==> src/rtl/i2c_sample_sequencer_if.sv <==
// Register-level handshake between the sample sequencer and a byte-wide
// I2C controller; the sequencer is the master side.
interface i2c_sample_sequencer_if;
    logic       i2c_enable;
    logic       i2c_rw;
    logic [6:0] i2c_addr;
    logic [7:0] i2c_data_in;
    logic       i2c_ready;
    logic [7:0] i2c_data_out;

    modport master (
        output i2c_enable, i2c_rw, i2c_addr, i2c_data_in,
        input  i2c_ready, i2c_data_out
    );

    modport slave (
        input  i2c_enable, i2c_rw, i2c_addr, i2c_data_in,
        output i2c_ready, i2c_data_out
    );
endinterface

==> src/rtl/i2c_sample_sequencer.sv <==
// Reads NBYTES consecutive device registers through an I2C controller,
// on demand or periodically, and publishes them as one atomic sample.
module i2c_sample_sequencer #(
    parameter logic [6:0]  DEV_ADDR  = 7'h1D,
    parameter logic [7:0]  REG_START = 8'h01,
    parameter int unsigned NBYTES    = 6,
    parameter int unsigned PERIOD    = 100000,
    parameter int unsigned TIMEOUT   = 65535
) (
    input  logic                    clk,
    input  logic                    rst,
    input  logic                    start,
    input  logic                    auto_en,
    i2c_sample_sequencer_if.master  bus,
    output logic [8*NBYTES-1:0]     sample_data,
    output logic                    sample_valid,
    output logic                    busy,
    output logic                    error,
    output logic                    overrun
);

    localparam int unsigned PW = (PERIOD > 2) ? $clog2(PERIOD) : 1;
    localparam int unsigned TW = $clog2(TIMEOUT + 1);

    typedef enum logic [2:0] {
        IDLE, WR_REQ, WR_WAIT, RD_REQ, RD_WAIT, NEXT, DONE, ERR
    } state_t;

    state_t               state_q;
    logic [2:0]           idx_q;
    logic [TW-1:0]        phase_q;
    logic [PW-1:0]        per_q;
    logic [8*NBYTES-1:0]  shadow_q;
    logic [8*NBYTES-1:0]  sample_q;
    logic                 valid_q;
    logic                 busy_q;
    logic                 error_q;
    logic                 ovr_q;
    logic                 en_q;
    logic                 rw_q;
    logic [7:0]           din_q;

    logic tick_d;
    logic trig_d;
    logic tmo_d;

    assign tick_d = auto_en && (per_q == PW'(PERIOD - 1));
    assign trig_d = start || tick_d;
    assign tmo_d  = (phase_q == TW'(TIMEOUT - 1));

    always_ff @(posedge clk) begin
        if (rst) begin
            state_q  <= IDLE;
            idx_q    <= '0;
            phase_q  <= '0;
            per_q    <= '0;
            shadow_q <= '0;
            sample_q <= '0;
            valid_q  <= 1'b0;
            busy_q   <= 1'b0;
            error_q  <= 1'b0;
            ovr_q    <= 1'b0;
            en_q     <= 1'b0;
            rw_q     <= 1'b0;
            din_q    <= '0;
        end else begin
            valid_q <= 1'b0;

            if (!auto_en || per_q == PW'(PERIOD - 1)) begin
                per_q <= '0;
            end else begin
                per_q <= per_q + PW'(1);
            end

            if (trig_d && state_q != IDLE) begin
                ovr_q <= 1'b1;
            end

            unique case (state_q)
                IDLE: begin
                    if (trig_d) begin
                        idx_q   <= '0;
                        error_q <= 1'b0;
                        busy_q  <= 1'b1;
                        en_q    <= 1'b1;
                        rw_q    <= 1'b0;
                        din_q   <= REG_START;
                        phase_q <= '0;
                        state_q <= WR_REQ;
                    end
                end
                WR_REQ: begin
                    if (!bus.i2c_ready) begin
                        en_q    <= 1'b0;
                        phase_q <= '0;
                        state_q <= WR_WAIT;
                    end else if (tmo_d) begin
                        en_q    <= 1'b0;
                        error_q <= 1'b1;
                        state_q <= ERR;
                    end else begin
                        phase_q <= phase_q + TW'(1);
                    end
                end
                WR_WAIT: begin
                    if (bus.i2c_ready) begin
                        en_q    <= 1'b1;
                        rw_q    <= 1'b1;
                        phase_q <= '0;
                        state_q <= RD_REQ;
                    end else if (tmo_d) begin
                        error_q <= 1'b1;
                        state_q <= ERR;
                    end else begin
                        phase_q <= phase_q + TW'(1);
                    end
                end
                RD_REQ: begin
                    if (!bus.i2c_ready) begin
                        en_q    <= 1'b0;
                        phase_q <= '0;
                        state_q <= RD_WAIT;
                    end else if (tmo_d) begin
                        en_q    <= 1'b0;
                        error_q <= 1'b1;
                        state_q <= ERR;
                    end else begin
                        phase_q <= phase_q + TW'(1);
                    end
                end
                RD_WAIT: begin
                    if (bus.i2c_ready) begin
                        shadow_q[8*idx_q +: 8] <= bus.i2c_data_out;
                        state_q <= NEXT;
                    end else if (tmo_d) begin
                        error_q <= 1'b1;
                        state_q <= ERR;
                    end else begin
                        phase_q <= phase_q + TW'(1);
                    end
                end
                NEXT: begin
                    if (idx_q == 3'(NBYTES - 1)) begin
                        state_q <= DONE;
                    end else begin
                        idx_q   <= idx_q + 3'd1;
                        en_q    <= 1'b1;
                        rw_q    <= 1'b0;
                        din_q   <= REG_START + 8'(idx_q) + 8'd1;
                        phase_q <= '0;
                        state_q <= WR_REQ;
                    end
                end
                DONE: begin
                    // Only a complete shadow is ever published.
                    sample_q <= shadow_q;
                    valid_q  <= 1'b1;
                    busy_q   <= 1'b0;
                    state_q  <= IDLE;
                end
                ERR: begin
                    busy_q  <= 1'b0;
                    state_q <= IDLE;
                end
                default: begin
                    state_q <= IDLE;
                end
            endcase
        end
    end

    assign bus.i2c_enable  = en_q;
    assign bus.i2c_rw      = rw_q;
    assign bus.i2c_addr    = DEV_ADDR;
    assign bus.i2c_data_in = din_q;
    assign sample_data     = sample_q;
    assign sample_valid    = valid_q;
    assign busy            = busy_q;
    assign error           = error_q;
    assign overrun         = ovr_q;

endmodule

==> src/flat_wrapper.sv <==
// flat-port wrapper written by rule: the top's interface ports become plain ports
module i2c_sample_sequencer_flat 
#(
    parameter logic [6:0]  DEV_ADDR  = 7'h1D,
    parameter logic [7:0]  REG_START = 8'h01,
    parameter int unsigned NBYTES    = 6,
    parameter int unsigned PERIOD    = 100000,
    parameter int unsigned TIMEOUT   = 65535
)
  (clk, rst, start, auto_en, sample_data, sample_valid, busy, error, overrun, bus_i2c_enable, bus_i2c_rw, bus_i2c_addr, bus_i2c_data_in, bus_i2c_ready, bus_i2c_data_out);
  i2c_sample_sequencer_if bus_i ();
  input  logic clk;
  input  logic rst;
  input  logic start;
  input  logic auto_en;
  output logic [8*NBYTES-1:0] sample_data;
  output logic sample_valid;
  output logic busy;
  output logic error;
  output logic overrun;
  output wire logic [$bits(bus_i.i2c_enable)-1:0] bus_i2c_enable;
  output wire logic [$bits(bus_i.i2c_rw)-1:0] bus_i2c_rw;
  output wire logic [$bits(bus_i.i2c_addr)-1:0] bus_i2c_addr;
  output wire logic [$bits(bus_i.i2c_data_in)-1:0] bus_i2c_data_in;
  input wire logic [$bits(bus_i.i2c_ready)-1:0] bus_i2c_ready;
  input wire logic [$bits(bus_i.i2c_data_out)-1:0] bus_i2c_data_out;
  assign bus_i2c_enable = bus_i.i2c_enable;
  assign bus_i2c_rw = bus_i.i2c_rw;
  assign bus_i2c_addr = bus_i.i2c_addr;
  assign bus_i2c_data_in = bus_i.i2c_data_in;
  assign bus_i.i2c_ready = bus_i2c_ready;
  assign bus_i.i2c_data_out = bus_i2c_data_out;
  i2c_sample_sequencer #(.DEV_ADDR(DEV_ADDR), .REG_START(REG_START), .NBYTES(NBYTES), .PERIOD(PERIOD), .TIMEOUT(TIMEOUT)) u_core (.clk(clk), .rst(rst), .start(start), .auto_en(auto_en), .bus(bus_i), .sample_data(sample_data), .sample_valid(sample_valid), .busy(busy), .error(error), .overrun(overrun));
endmodule
==> config.mk <==
export PLATFORM = sky130hd
export DESIGN_NAME = i2c_sample_sequencer_flat
export DESIGN_NICKNAME = d
export VERILOG_FILES = /design/src/rtl/i2c_sample_sequencer_if.sv /design/src/rtl/i2c_sample_sequencer.sv /design/src/flat_wrapper.sv
export SDC_FILE = /design/constraint.sdc
export NUM_CORES = 1
export LEC_CHECK = 0
export ABC_CLOCK_PERIOD_IN_PS = 4410
export BUFFER_PORTS_ARGS = -buffer_cell sky130_fd_sc_hd__buf_2
export CAP_MARGIN = 5
export CORE_ASPECT_RATIO = 0.7
export CORE_MARGIN = 1
export CORE_UTILIZATION = 60
export DETAILED_ROUTE_END_ITERATION = 16
export GPL_TIMING_DRIVEN = 0
export PLACE_DENSITY = 0.9
export SYNTH_ARGS = -nofsm -noshare
export SYNTH_HDL_FRONTEND = slang
export SYNTH_SLANG_ARGS = --single-unit
==> constraint.sdc <==
create_clock -name clk -period 4.41 [get_ports clk]
set_input_delay 0.882 -clock clk [delete_from_list [all_inputs] [get_ports clk]]
set_output_delay 0.882 -clock clk [all_outputs]
set_load 0.02 [all_outputs]
==> results by group <==
Yosys
  • Synth top area cells: dfxtp_1 47%, a21oi_1 9.2%, nand2_1 8.0%, nor2_1 4.6%, nand3_1 2.8%
  • Dominant synthesized flop cell: dfxtp_1
  • Post-Synthesis Cells: 783
  • Post-synthesis sequential area ratio: 46.6%
  • Top cell type's share of synthesized area: 46.6%
  • Syn Std Cell Area: 6270 sq um
  • Total number of yosys warnings: 0
  • Area leader, netlist: dfxtp_1
  • Post-synthesis register bit count: 146
  • Synth Area per Inst: 8.00 sq um
  • Asr flop ratio synth: 0%
  • Synth unique cells: 55
  • Post-synth EDFFs: 0

Timing
  • FMAX: 331 MHz
  • Max Slew Vio Count: 0
  • Final Hold Violating Endpoints: 0
  • Period utilization: 68.4%
  • Slack of the critical path: 1390 ps
  • RSZ-0062 raised after global routing: false
  • Max_slew headroom: 25.2%
  • Minimum clock period: 3020 ps
  • Worst slew pin tran: 1110 ps
  • Setup TNS: 0 ps
  • Final setup viols: 0
  • Clock Skews: 7.78 ps

Floorplan
  • Die area: 10900 sq um
  • Die Width: 124 um
  • Die Y-Extent: 87.5 um
  • CORE AREA: 9910 sq um
  • I/O pin total: 82
  • # rows: 30
  • Initial Utilization: 63.2%

Global routing
  • Gr usage total: 30.6%
  • Vias in the first global route: 5188
  • First-pass GRT wire length: 25.6 mm
  • Total grt overflow: 0
  • Largest net degree at the start of global routing: 17
  • Initial antenna violation count: 0

Placement
  • Detail Placement HPWL: 10.9 mm
  • Port bufs: 70
  • Gpl congestion: 0.958
  • Post-Place Worst Slack: 1330 ps
  • Dpl cells: 989

Layout
  • Area Growth Syn to Fin: 17.4%
  • ANT cells: 0
  • Seq. cell area: 2920 sq um
  • Footprint of the multi-input gates: 3050 sq um
  • Commonest non-fill, non-tap cell in the layout: dfxtp_1
  • NumNets Final: 903
  • Most frequent cells in the layout: 146 x dfxtp_1, 134 x nand2_1, 115 x a21oi_1
  • FILL cells: 776
  • Share of cells above drive strength 1: 13.2%
  • Non-filler cells in the finished layout: 1021

Detailed routing
  • Routed Wire Length: 15.7 mm
  • Routed WL per cell: 15.4 um
  • Vias per cell: 5.81
  • Met2 routed WL: 6.74 mm
  • DRT met1 WL: 7.40 mm
  • DRC Markers: 0
  • Via Count: 5935
  • Top Layer Used: met4
  • Antenna viol nets, final: 0
  • DRT iter0 DRCs: 729
  • Met3 WL: 1.35 mm
  • 1st-pass router iterations: 6

Worst hold path
  • Worst Hold Class: flop to flop

Clocking
  • Worst skew pair latency: 420 ps
  • Setup Fix Bufs, Post-CTS: 0
  • CTS H-tree lvls: 4
  • Deepest clock path buffer count: 2
  • Clock Sinks: 146
  • CTS tree: yes
  • CTS root buf: clkbuf_16
  • Hold buffers post-CTS: 0
  • CTS Buf Count: 17
  • PostCTS Resize Cnt: 0
  • Clk slew on worst S/H paths: 60 ps

Worst setup path
  • Worst EP required: 4700 ps
  • Setup crit end kind: flop
  • Setup crit start kind: flop
  • Crit path max fanout: 10
  • Crit path DAT: 3310 ps
  • Crit Path Class: flop to flop

Job
  • Max Cap Violations: 0

Pwr
  • Max IR drop VDD: 276 uV
  • Cell Pwr Density: 379 nW/um^2
  • Static leakage: 2.70 nW

Run status
  • Outcome: complete, no violations
==> power breakdown <==
part	switching, W	internal, W
sequential	0.00000495	0.00133
clock	0.000563	0.000772
combinational	0.0000870	0.0000349
==> flip-flops by register name, indices dropped and copies added, names as in the netlist <==
name / flops
u_core.sample_data: 48
u_core.shadow_q: 48
u_core.per_q: 17
u_core.phase_q: 16
u_core.bus.i2c_data_in: 5
u_core.idx_q: 3
u_core.state_q: 3
u_core.bus.i2c_enable: 1
u_core.bus.i2c_rw: 1
u_core.busy: 1
u_core.error: 1
u_core.overrun: 1
u_core.sample_valid: 1
==> cell type report <==
cell class | count | area share (%)
Timing Repair Buffer | 70 | 4.76
Multi-Input combinational cell | 570 | 41.5
Inverter | 14 | 0.715
Sequential cell | 146 | 39.7
Buffer | 61 | 3.66
Tap cell | 128 | 2.18
Clock inverter | 13 | 1.55
Clock buffer | 19 | 5.89
==> per-layer routing <==
metal | track usage, % | vias to the layer above
met2 | 43.3 | 264
met5 | 0 | -
li1 | - | 2902
met4 | 11.1 | 0
met3 | 8.05 | 24
met1 | 44.6 | 2745
==> synthesized netlist by cell type, drive strengths merged (10+ instances only) <==
cell type    n
o21ai       18
or3         14
inv         13
a21oi      115
clkbuf      47
nand2b      10
dfxtp      146
buf         14
ha          10
nor2        77
nand2      134
nand4       19
nand3       36
nor3        21
mux2i       12
==> cell families after synthesis <==
group	synth area share (%)
compound gates	16.3
xor+xnor	1.96
fa+ha+maj	2.00
buf+inv	5.13
flops	46.6
mux	1.92
other cells	0.120
simple gates	25.9
==> worst max-delay path: stages, from the launching register on <==
cell	delay, ps
dfxtp_1	430
clkbuf_1	410
inv_1	240
ha_1	260
ha_1	270
clkbuf_1	180
nor4b_1	320
nand2_1	390
mux2i_1	310
nor2_1	60
==> per-stage QoR <==
| step | cell area, sq um | hold WS [ps] | total power (W) | util, % |
|---|---|---|---|---|
| floorplan | 6300 | 426 | 0.00144 | - |
| global placement | 6810 | 436 | 0.00148 | 68.7 |
| detailed placement | 6810 | 444 | 0.00148 | 68.7 |
| CTS | 7350 | 452 | 0.00279 | 74.2 |
| global route | 7350 | 468 | 0.00287 | 74.2 |
| finish | 7350 | 451 | 0.00279 | 74.2 |
==> path summary, 6_finish.rpt <==
path                             from                      to  slack [ps]  depth (start not counted)
hold reg to reg   u_core.shadow_q[20]  u_core.sample_data[20]         450                          2
setup / recovery      u_core.idx_q[0]      u_core.shadow_q[4]        1390                          9
setup reg to reg      u_core.idx_q[0]      u_core.shadow_q[4]        1390                          9
hold / removal    u_core.shadow_q[20]  u_core.sample_data[20]         450                          2
Power figures use the tool's default switching activity.
